<file path="src/rtl/piezo_rx_if.sv">
// Pin and result bundle for the piezo tone receiver.
// The slave side belongs to the receiver; the master side drives the pins and reads the results.
interface piezo_rx_if;
    logic        piezo;
    logic        piezo_n;
    logic        note_vld;
    logic [1:0]  note;
    logic [24:0] note_dur;
    logic        tune_vld;
    logic [1:0]  tune;
    logic        diff_err;

    modport master (
        output piezo, piezo_n,
        input  note_vld, note, note_dur, tune_vld, tune, diff_err
    );

    modport slave (
        input  piezo, piezo_n,
        output note_vld, note, note_dur, tune_vld, tune, diff_err
    );
endinterface

</file>
<file path="src/rtl/piezo_rx.sv">
// Piezo tone receiver: measures the period of the piezo drive, classifies notes G6/C7/E7/G7,
// times each note and recognises the STEER, FAST and BATT alert tunes.
module piezo_rx #(
    parameter int G6_PER  = 31888,
    parameter int C7_PER  = 23889,
    parameter int E7_PER  = 18961,
    parameter int G7_PER  = 15944,
    parameter int TOL     = 256,
    parameter int SIL_LEN = 65535
) (
    input  logic      clk,
    input  logic      rst_n,
    piezo_rx_if.slave bus
);

    typedef enum logic [1:0] {IDLE = 2'd0, ARM = 2'd1, TRACK = 2'd2} state_t;

    localparam logic [15:0]        G6_P  = 16'(G6_PER);
    localparam logic [15:0]        C7_P  = 16'(C7_PER);
    localparam logic [15:0]        E7_P  = 16'(E7_PER);
    localparam logic [15:0]        G7_P  = 16'(G7_PER);
    localparam logic [15:0]        SIL_P = 16'(SIL_LEN);
    localparam logic [24:0]        SIL_D = 25'(SIL_LEN);
    localparam logic signed [17:0] TOL_S = 18'(TOL);

    // Oldest note sits in the top bits of the buffer.
    localparam logic [11:0] STEER_PAT = 12'b00_01_10_11_10_11;
    localparam logic [5:0]  FAST_PAT  = 6'b00_01_10;
    localparam logic [11:0] BATT_PAT  = 12'b11_10_11_10_01_00;

    function automatic logic near(input logic [15:0] p, input logic [15:0] nom);
        logic signed [17:0] diff;
        diff = $signed({2'b00, p}) - $signed({2'b00, nom});
        return (diff <= TOL_S) && (diff >= -TOL_S);
    endfunction

    function automatic logic [24:0] sat_inc(input logic [24:0] v);
        return (v == '1) ? v : v + 25'd1;
    endfunction

    state_t      state_q;
    logic        p_s1_q, p_s2_q, p_prev_q, rise_q;
    logic        n_s1_q, n_s2_q, eq_q, diff_err_q;
    logic [15:0] per_q;
    logic        sil_done_q;
    logic [24:0] dur_q;
    logic [1:0]  cur_q;
    logic        note_vld_q;
    logic [1:0]  note_q;
    logic [24:0] note_dur_q;
    logic [11:0] buf_q;
    logic [2:0]  cnt_q;
    logic        eval_q;
    logic        tune_vld_q;
    logic [1:0]  tune_q;

    logic        sil_ev;
    logic        cls_vld_d;
    logic [1:0]  cls_d;
    logic [24:0] dur_inc_d;
    logic        emit_d;
    logic [24:0] emit_dur_d;
    logic [1:0]  tune_d;

    // Silence fires once, in the first cycle the period counter sits at SIL_LEN.
    assign sil_ev    = (per_q == SIL_P) && !sil_done_q && !rise_q;
    assign dur_inc_d = sat_inc(dur_q);

    always_comb begin
        cls_vld_d = 1'b1;
        cls_d     = 2'd0;
        if (near(per_q, G6_P))      cls_d = 2'd0;
        else if (near(per_q, C7_P)) cls_d = 2'd1;
        else if (near(per_q, E7_P)) cls_d = 2'd2;
        else if (near(per_q, G7_P)) cls_d = 2'd3;
        else                        cls_vld_d = 1'b0;
    end

    always_comb begin
        emit_d     = 1'b0;
        emit_dur_d = dur_inc_d;
        if (state_q == TRACK) begin
            if (rise_q) begin
                emit_d = !cls_vld_d || (cls_d != cur_q);
            end else if (sil_ev) begin
                emit_d     = 1'b1;
                emit_dur_d = dur_inc_d - SIL_D;
            end
        end
    end

    always_comb begin
        tune_d = 2'b00;
        if (cnt_q == 3'd6 && buf_q == STEER_PAT)     tune_d = 2'b01;
        else if (cnt_q == 3'd3 && buf_q[5:0] == FAST_PAT) tune_d = 2'b10;
        else if (cnt_q == 3'd6 && buf_q == BATT_PAT) tune_d = 2'b11;
    end

    // The piezo_n synchroniser resets to 1 so the idle pin pair does not look equal.
    always_ff @(posedge clk or negedge rst_n) begin
        if (!rst_n) begin
            state_q    <= IDLE;
            p_s1_q     <= 1'b0;
            p_s2_q     <= 1'b0;
            p_prev_q   <= 1'b0;
            rise_q     <= 1'b0;
            n_s1_q     <= 1'b1;
            n_s2_q     <= 1'b1;
            eq_q       <= 1'b0;
            diff_err_q <= 1'b0;
            per_q      <= '0;
            sil_done_q <= 1'b0;
            dur_q      <= '0;
            cur_q      <= '0;
            note_vld_q <= 1'b0;
            note_q     <= '0;
            note_dur_q <= '0;
            buf_q      <= '0;
            cnt_q      <= '0;
            eval_q     <= 1'b0;
            tune_vld_q <= 1'b0;
            tune_q     <= '0;
        end else begin
            p_s1_q   <= bus.piezo;
            p_s2_q   <= p_s1_q;
            p_prev_q <= p_s2_q;
            rise_q   <= p_s2_q & ~p_prev_q;
            n_s1_q   <= bus.piezo_n;
            n_s2_q   <= n_s1_q;
            eq_q     <= (p_s2_q == n_s2_q);
            if (eq_q && (p_s2_q == n_s2_q)) diff_err_q <= 1'b1;

            if (rise_q)              per_q <= 16'd1;
            else if (per_q != SIL_P) per_q <= per_q + 16'd1;
            if (rise_q)      sil_done_q <= 1'b0;
            else if (sil_ev) sil_done_q <= 1'b1;

            note_vld_q <= 1'b0;
            tune_vld_q <= 1'b0;
            eval_q     <= 1'b0;

            case (state_q)
                IDLE: if (rise_q) state_q <= ARM;
                ARM: begin
                    if (rise_q) begin
                        if (cls_vld_d) begin
                            cur_q   <= cls_d;
                            dur_q   <= {9'd0, per_q};
                            state_q <= TRACK;
                        end
                    end else if (sil_ev) begin
                        state_q <= IDLE;
                        eval_q  <= 1'b1;
                    end
                end
                TRACK: begin
                    dur_q <= dur_inc_d;
                    if (rise_q) begin
                        if (!cls_vld_d) begin
                            state_q <= ARM;
                        end else if (cls_d != cur_q) begin
                            cur_q <= cls_d;
                            dur_q <= {9'd0, per_q};
                        end
                    end else if (sil_ev) begin
                        state_q <= IDLE;
                        eval_q  <= 1'b1;
                    end
                end
                default: state_q <= IDLE;
            endcase

            if (emit_d) begin
                note_vld_q <= 1'b1;
                note_q     <= cur_q;
                note_dur_q <= emit_dur_d;
                buf_q      <= {buf_q[9:0], cur_q};
                cnt_q      <= (cnt_q == 3'd7) ? cnt_q : cnt_q + 3'd1;
            end

            // Evaluated one cycle after silence so the closing note is already buffered.
            if (eval_q) begin
                if (cnt_q != 3'd0) begin
                    tune_vld_q <= 1'b1;
                    tune_q     <= tune_d;
                end
                buf_q <= '0;
                cnt_q <= '0;
            end
        end
    end

    assign bus.note_vld = note_vld_q;
    assign bus.note     = note_q;
    assign bus.note_dur = note_dur_q;
    assign bus.tune_vld = tune_vld_q;
    assign bus.tune     = tune_q;
    assign bus.diff_err = diff_err_q;

endmodule

</file>
<file path="src/flat_wrapper.sv">
// flat-port wrapper written by rule: the top's interface ports become plain ports
module piezo_rx_flat 
#(
    parameter int G6_PER  = 31888,
    parameter int C7_PER  = 23889,
    parameter int E7_PER  = 18961,
    parameter int G7_PER  = 15944,
    parameter int TOL     = 256,
    parameter int SIL_LEN = 65535
)
  (clk, rst_n, bus_piezo, bus_piezo_n, bus_note_vld, bus_note, bus_note_dur, bus_tune_vld, bus_tune, bus_diff_err);
  piezo_rx_if bus_i ();
  input  logic clk;
  input  logic rst_n;
  input wire logic [$bits(bus_i.piezo)-1:0] bus_piezo;
  input wire logic [$bits(bus_i.piezo_n)-1:0] bus_piezo_n;
  output wire logic [$bits(bus_i.note_vld)-1:0] bus_note_vld;
  output wire logic [$bits(bus_i.note)-1:0] bus_note;
  output wire logic [$bits(bus_i.note_dur)-1:0] bus_note_dur;
  output wire logic [$bits(bus_i.tune_vld)-1:0] bus_tune_vld;
  output wire logic [$bits(bus_i.tune)-1:0] bus_tune;
  output wire logic [$bits(bus_i.diff_err)-1:0] bus_diff_err;
  assign bus_i.piezo = bus_piezo;
  assign bus_i.piezo_n = bus_piezo_n;
  assign bus_note_vld = bus_i.note_vld;
  assign bus_note = bus_i.note;
  assign bus_note_dur = bus_i.note_dur;
  assign bus_tune_vld = bus_i.tune_vld;
  assign bus_tune = bus_i.tune;
  assign bus_diff_err = bus_i.diff_err;
  piezo_rx #(.G6_PER(G6_PER), .C7_PER(C7_PER), .E7_PER(E7_PER), .G7_PER(G7_PER), .TOL(TOL), .SIL_LEN(SIL_LEN)) u_core (.clk(clk), .rst_n(rst_n), .bus(bus_i));
endmodule
</file>
<file path="config.mk">
export PLATFORM = sky130hd
export DESIGN_NAME = piezo_rx_flat
export DESIGN_NICKNAME = d
export VERILOG_FILES = /design/src/rtl/piezo_rx_if.sv /design/src/rtl/piezo_rx.sv /design/src/flat_wrapper.sv
export SDC_FILE = /design/constraint.sdc
export NUM_CORES = 1
export LEC_CHECK = 0
export ABC_CLOCK_PERIOD_IN_PS = 6800
export CORE_ASPECT_RATIO = 0.7
export CORE_MARGIN = 2
export CORE_UTILIZATION = 50
export DETAILED_ROUTE_END_ITERATION = 10
export PLACE_DENSITY = 0.7
export SLEW_MARGIN = 15
export SYNTH_ARGS = -nofsm -noshare
export SYNTH_HDL_FRONTEND = slang
export SYNTH_SLANG_ARGS = --single-unit
</file>
<file path="constraint.sdc">
create_clock -name clk -period 6.8 [get_ports clk]
set_input_delay 1.36 -clock clk [delete_from_list [all_inputs] [get_ports clk]]
set_output_delay 1.36 -clock clk [all_outputs]
set_load 0.05 [all_outputs]
</file>
==> flow_summary.toml, run 1 <==
[run_status]
outcome = "finished, final reports clean"

[setup_path]
worst-endpoint-required_ps = 7050
r2r_cells = 12
critPathLaunchType = "flop"
r2r_end = "u_core.bus.note_dur[12]"
end_kind = "flop"
reg2reg_from = "u_core.per_q[5]"
crit_type = "reg2reg"
regToRegSetupSlack_ps = 1680
cp_max_fo = 27
arrival_ps = 5360

[cts]
cts_tree = "done"
clk_latency_ps = 360
clock_sinks = 101
post_cts_resized = 0
numCtsBuffers = 9
clkSlewWorstSetupHoldPaths_ps = 80
cts_root_buf = "clkbuf_16"
cts_hold_buf = 0
h-tree-depth = 3
ctsLongestPathBuffers = 2
post-cts-setup-buffer-count = 0

[sta]
setup_viol = 0
layout_setup_ws_ps = 1680
fin_setup_tns_ps = 0
maxSlewViolCount = 0
fin_skew_ps = 12.9
fin_crit_sh_pct = 75.2
finalHoldWorstSlack_ps = 353
tightest_slew_ps = 1010
fin_crit_ps = 5120
relSlewSlack_pct = 32.6
fmax_mhz = 195
hold_viol = 0
rsz0062_at_grt = "false"

[synthesis]
avgSynthCellArea_um2 = 8.68
synth_flop_cell = "dfrtp_1"
synth_area_leader_cell = "dfrtp_1"
ys_async_sr_fraction_pct = 100
synth_nets = 918
synth_top_area_share_pct = 32.0
ys_types = 84
ys_top_cells_by_count = "dfrtp_1 (99), nor2_1 (95), nand2_1 (57)"
yosysWarnings = 0
yosys-top-cells-area = "dfrtp_1 (32%), xnor2_1 (5.4%), nor2_1 (4.6%)"
ys_seq_elements = 101
synth_cells = 892
ys_seq_area_share_pct = 32.7
synth_enable_flop_cells = 0
synth_area_um2 = 7740
synth.most_common_cell = "dfrtp_1"

[min_path]
hold_class = "reg2reg"
hold_end = "u_core.p_s2_q"
hp-start = "u_core.p_s1_q"
hold_depth = 0

[drt]
wl_per_cell_um = 18.7
drtPass1Iterations = 5
antenna_left = 0
wl_mm = 20.4
vias = 6929
first_iter_violations = 720
via_per_inst = 6.36
drc = 0

[power_and_ir_drop]
leakagePower_nw = 3.30
swShare_pct = 43.5
p_comb_share_pct = 42.5
p_int_w = 0.00141
pwr-share-seq_pct = 36.0
powerDensity_nw_per_um2 = 295
ir_drop_v = 0.000213
p_sw_w = 0.00109
clockPowerShare_pct = 21.4

[placement]
port-buffer-count = 35
dp_cells = 1073
place_hpwl_mm = 14.5
pre_cts_slack_ps = 1770
globalplace.congestion = 0.949

[die]
start_util_pct = 50.6
fp.dieW_um = 153
die-area_um2 = 16500
io_pins = 36
die_h_um = 108
coreArea_um2 = 15300
row_count = 38

[global_route]
grt_max_degree = 70
grt_pass1_vias = 6190
grt_pass1_wl_mm = 33.3
antenna_found_initial = 0
grt.overflow.total = 0
grt_usage_pct = 24.8

[cells_and_area]
stdcell_count = 1089
num-fill-cells = 1434
area_delta_synth_final_pct = 9.13
nets = 910
diodes = 0
drive_gt1_share_pct = 10.8

[flow_run]
maxCapViolations = 0
## cells by family after synthesis
| kind of cell | share of synthesized area (%) |
|---|---|
| adders and majority gates | 3.55 |
| AOI/OAI and AO/OA | 20.0 |
| and+or+nand+nor | 23.1 |
| muxes | 7.92 |
| xor gates and xnor gates | 7.24 |
| DFF | 32.7 |
| buffers and inverters | 5.54 |
## layer usage
metal | wire [µm] | vias up | share of wire (%) | track usage, %
li1 | - | 3261 | - | -
met1 | 10200 | 3370 | 50 | 39.1
met2 | 8290 | 273 | 41 | 34.3
met3 | 1670 | 25 | 8.2 | 5.49
met4 | 266 | 0 | 1.3 | 5.56
met5 | 0 | - | 0 | 0
## layout make-up
class,count,area [µm²],area share (%)
sequential,101,2530,29.9
inverter,30,113,1.33
timing repair buffer,47,438,5.18
tap,200,250,2.96
multi-input combinational,695,4800,56.8
clock inverter,7,91.3,1.08
clock buffer,9,225,2.67
## metrics by stage
stage	power, W	util [%]	area [µm²]
floorplan	0.00168	-	7740
global placement	0.00194	53.1	8130
detailed placement	0.00195	53.1	8130
CTS	0.00250	55.2	8440
global route	0.00266	55.2	8450
finish	0.00250	55.2	8450
## state kept, by name (all words and copies together) (netlist names), 2 cells and up
register and cells:
u_core.cur_q 2, u_core.per_q 16, u_core.bus.note_dur 25, u_core.cnt_q 3
u_core.state_q 2, u_core.bus.note 2, u_core.bus.tune 2, u_core.buf_q 12
u_core.dur_q 25
## worst max-delay path, stage by stage, from the launching register on
cell and delay, ps:
dfrtp_1 650, inv_1 300, ha_1 460, or4bb_1 530, nor4_1 190, a211o_1 140, a41oi_1 200, or4b_4 600
a211oi_2 210, o2bb2ai_2 120, a21oi_4 800, buf_4 400, mux2_2 370
## cells in the final DEF, fill, tap and decap left out, types with 7 or more instances in the layout
master,synthesis,layout
a21o_1,7,7
a21oi_1,29,29
a21oi_2,14,13
a22o_1,8,8
a2bb2oi_1,15,15
a31oi_1,18,18
and3_1,14,14
buf_4,1,13
clkbuf_16,0,9
clkdlybuf4s50_1,0,34
dfrtp_1,99,99
ha_1,22,22
inv_1,28,28
mux2_2,21,21
mux2i_1,32,32
nand2_1,57,57
nand3_1,44,44
nand4_1,19,19
nand4b_1,8,8
nor2_1,95,95
nor2b_1,8,8
nor3_1,16,16
nor3b_1,7,7
nor4_1,17,16
o21ai_0,39,39
or2_2,7,7
xnor2_1,48,48
xor2_1,16,16
## power by group through the flow
stage	clock network, W	logic [W]	registers, W
after floorplan	0	0.000744	0.000934
after global placement	0	0.00104	0.000900
after detailed placement	0	0.00105	0.000903
after CTS	0.000552	0.00105	0.000894
after global routing	0.000573	0.00116	0.000921
final	0.000535	0.00106	0.000899
## worst max-delay path by stage
stage,startpoint,end,slack [ps],cells past startpoint
floorplan,u_core.per_q[0],u_core.bus.note_dur[18],2990,13
global placement,u_core.per_q[5],u_core.bus.note_dur[13],1810,12
detailed placement,u_core.per_q[5],u_core.bus.note_dur[12],1770,12
CTS,u_core.per_q[5],u_core.bus.note_dur[12],1750,12
global route,u_core.per_q[5],u_core.bus.note_dur[12],1360,12
finish,u_core.per_q[5],u_core.bus.note_dur[12],1680,12
Note: power is estimated with default switching activity, not from simulation.
==> run 2: changes to the inputs <==
--- a/config.mk
+++ b/config.mk
@@ -5,7 +5,7 @@
 export SDC_FILE = /design/constraint.sdc
 export NUM_CORES = 1
 export LEC_CHECK = 0
-export ABC_CLOCK_PERIOD_IN_PS = 6800
+export ABC_CLOCK_PERIOD_IN_PS = 4900
 export CORE_ASPECT_RATIO = 0.7
 export CORE_MARGIN = 2
 export CORE_UTILIZATION = 50
==> constraint.sdc (replaced) <==
create_clock -name clk -period 4.9 [get_ports clk]
set_input_delay 0.98 -clock clk [delete_from_list [all_inputs] [get_ports clk]]
set_output_delay 0.98 -clock clk [all_outputs]
set_load 0.05 [all_outputs]
==> run 2 against run 1 <==
Combinational power is 39% higher. Non-clock buffer count is 14 higher. Routed wire length is 0.88% higher. Die area stayed put. Setup slack worse by 1100 ps. Global-route usage is 0.18 points higher.
==> flow_summary.toml, run 2 (synthesis results as in run 1) <==
[run_status]
outcome = "finished, final reports clean"

[sta]
hold_viol = 0
rsz0062_at_grt = "false"
fin_crit_ps = 4360
fin_skew_ps = 16.1
tightest_slew_ps = 1020
setup_viol = 0
relSlewSlack_pct = 32.0
maxSlewViolCount = 0
fin_setup_tns_ps = 0
fmax_mhz = 229
finalHoldWorstSlack_ps = 360
fin_crit_sh_pct = 89.0

[setup_path]
end_kind = "flop"
worst-path-buf-inv = 2
arrival_ps = 4600
crit_type = "reg2reg"
path_cells = "inv_1 -> ha_1 -> or3b_2 -> a2111oi_4 -> nor4_1 -> a311o_1 -> or4b_4 -> a211oi_2 -> o2bb2ai_2 -> o21a_2 -> buf_12 -> or3_1 -> o211a_1"
crit_family = "simple AND/OR/NAND/NOR gates"
cpMaxStageDelayCell = "or3b_2"
worst-endpoint-required_ps = 5140
max_stage_delay_ps = 560
critPathLaunchType = "flop"
cp_max_fo = 32

[cts]
post-cts-setup-buffer-count = 0
h-tree-depth = 3
clkSlewWorstSetupHoldPaths_ps = 80
numCtsBuffers = 9
cts_tree = "done"
clk_latency_ps = 360
ctsLongestPathBuffers = 2
clock_sinks = 101
cts_root_buf = "clkbuf_16"
post_cts_resized = 0
cts_hold_buf = 0

[cells_and_area]
fin_util_pct = 56.0
diodes = 0
final_cell_mix = "dfrtp_1 (99), nor2_1 (95), nand2_1 (57)"
drive_gt1_share_pct = 12.1
mostFrequentLayoutCell = "dfrtp_1"
area_delta_synth_final_pct = 10.7
stdcell_count = 1103
num-fill-cells = 1400
nets = 924

[global_route]
grt_pass1_vias = 6266
grt_max_degree = 69
grt.overflow.total = 0
grt_usage_pct = 25.0
grt_pass1_wl_mm = 33.4
antenna_found_initial = 0

[drt]
wl_mm = 20.6
drc = 0
wl_per_cell_um = 18.7
via_per_inst = 6.31
antenna_left = 0
drtPass1Iterations = 6
first_iter_violations = 892
vias = 6957

[power_and_ir_drop]
p_int_w = 0.00196
leakagePower_nw = 3.37
p_comb_share_pct = 42.6
pwr-share-seq_pct = 36.2
swShare_pct = 43.4
p_sw_w = 0.00150
powerDensity_nw_per_um2 = 403
clockPowerShare_pct = 21.3
ir_drop_v = 0.000219

[die]
die-area_um2 = 16500
coreArea_um2 = 15300
die_h_um = 108
io_pins = 36
start_util_pct = 50.6
fp.dieW_um = 153
row_count = 38

[placement]
place_hpwl_mm = 14.9
globalplace.congestion = 0.987
dp_cells = 1087
port-buffer-count = 35

[min_path]
hold_class = "reg2reg"

[flow_run]
maxCapViolations = 0
==> run 2: cell count changes in the layout (fill, tap and decap cells not counted) <==
cell        before  now
clkinv_4         2    1
nor4_2           1    0
inv_12           1    0
buf_4           13   25
buf_12           0    2
inv_6            1    0
inv_8            0    2
clkinvlp_4       0    1
nor4_1          16   17
==> run 2: layout make-up <==
cell class,instances,area (µm²),share of cell area [%]
clock inverter,7,87.6,1.02
clock buffer,9,225,2.63
timing repair buffer,61,568,6.63
inverter,30,113,1.31
multi-input combinational,695,4800,56.0
sequential,101,2530,29.5
tap,200,250,2.92
==> run 2: power by group through the flow <==
stage | sequential (W) | clock [W] | combinational (W)
final | 0.00125 | 0.000735 | 0.00147
after global routing | 0.00128 | 0.000786 | 0.00160
after CTS | 0.00125 | 0.000753 | 0.00147
after detailed placement | 0.00126 | 0 | 0.00146
after global placement | 0.00125 | 0 | 0.00143
after floorplan | 0.00130 | 0 | 0.00103
==> run 2: per-stage QoR <==
| step | area (µm²) | worst slack, ps | total power (W) |
|---|---|---|---|
| 6_report | 8570 | 539 | 0.00346 |
| 5_1_grt | 8570 | 259 | 0.00366 |
| 4_1_cts | 8570 | 568 | 0.00346 |
| 3_5_place_dp | 8260 | 604 | 0.00272 |
| 3_3_place_gp | 8260 | 705 | 0.00268 |
| 2_1_floorplan | 7740 | 1090 | 0.00233 |
==> run 2: worst register-to-register path, cell delays in order, from the launching register on <==
cell and delay (ps):
dfrtp_1 460, inv_1 140, ha_1 310, or3b_2 560, a2111oi_4 360, nor4_1 160
a311o_1 370, or4b_4 530, a211oi_2 220, o2bb2ai_2 120, o21a_2 340, buf_12 230
or3_1 330, o211a_1 110
==> run 2: final timing paths <==
path	start	end	slack (ps)	cells after the start
worst max-delay path	u_core.per_q[1]	u_core.dur_q[4]	540	13
max in group asynchronous	rst_n	u_core.dur_q[8]	3180	2
worst min register to register	u_core.p_s1_q	u_core.p_s2_q	360	0
worst max register to register	u_core.per_q[1]	u_core.dur_q[4]	540	13
worst min-delay path	u_core.p_s1_q	u_core.p_s2_q	360	0
min in group asynchronous	rst_n	u_core.p_s2_q	710	1
==> run 2: routing by layer <==
layer,routed length (µm),global-route usage (%),share of wire [%]
met1,10200,40.4,50
met5,0,0,0
met3,1930,5.53,9.4
met2,8160,33.2,40
met4,249,5.49,1.2
==> run 3: changes to the inputs <==
--- a/config.mk
+++ b/config.mk
@@ -6,6 +6,7 @@
 export NUM_CORES = 1
 export LEC_CHECK = 0
 export ABC_CLOCK_PERIOD_IN_PS = 4900
+export CAP_MARGIN = 10
 export CORE_ASPECT_RATIO = 0.7
 export CORE_MARGIN = 2
 export CORE_UTILIZATION = 50
==> results of run 3 <==
The final DEF is identical to that of run 2; final timing and power are the same.
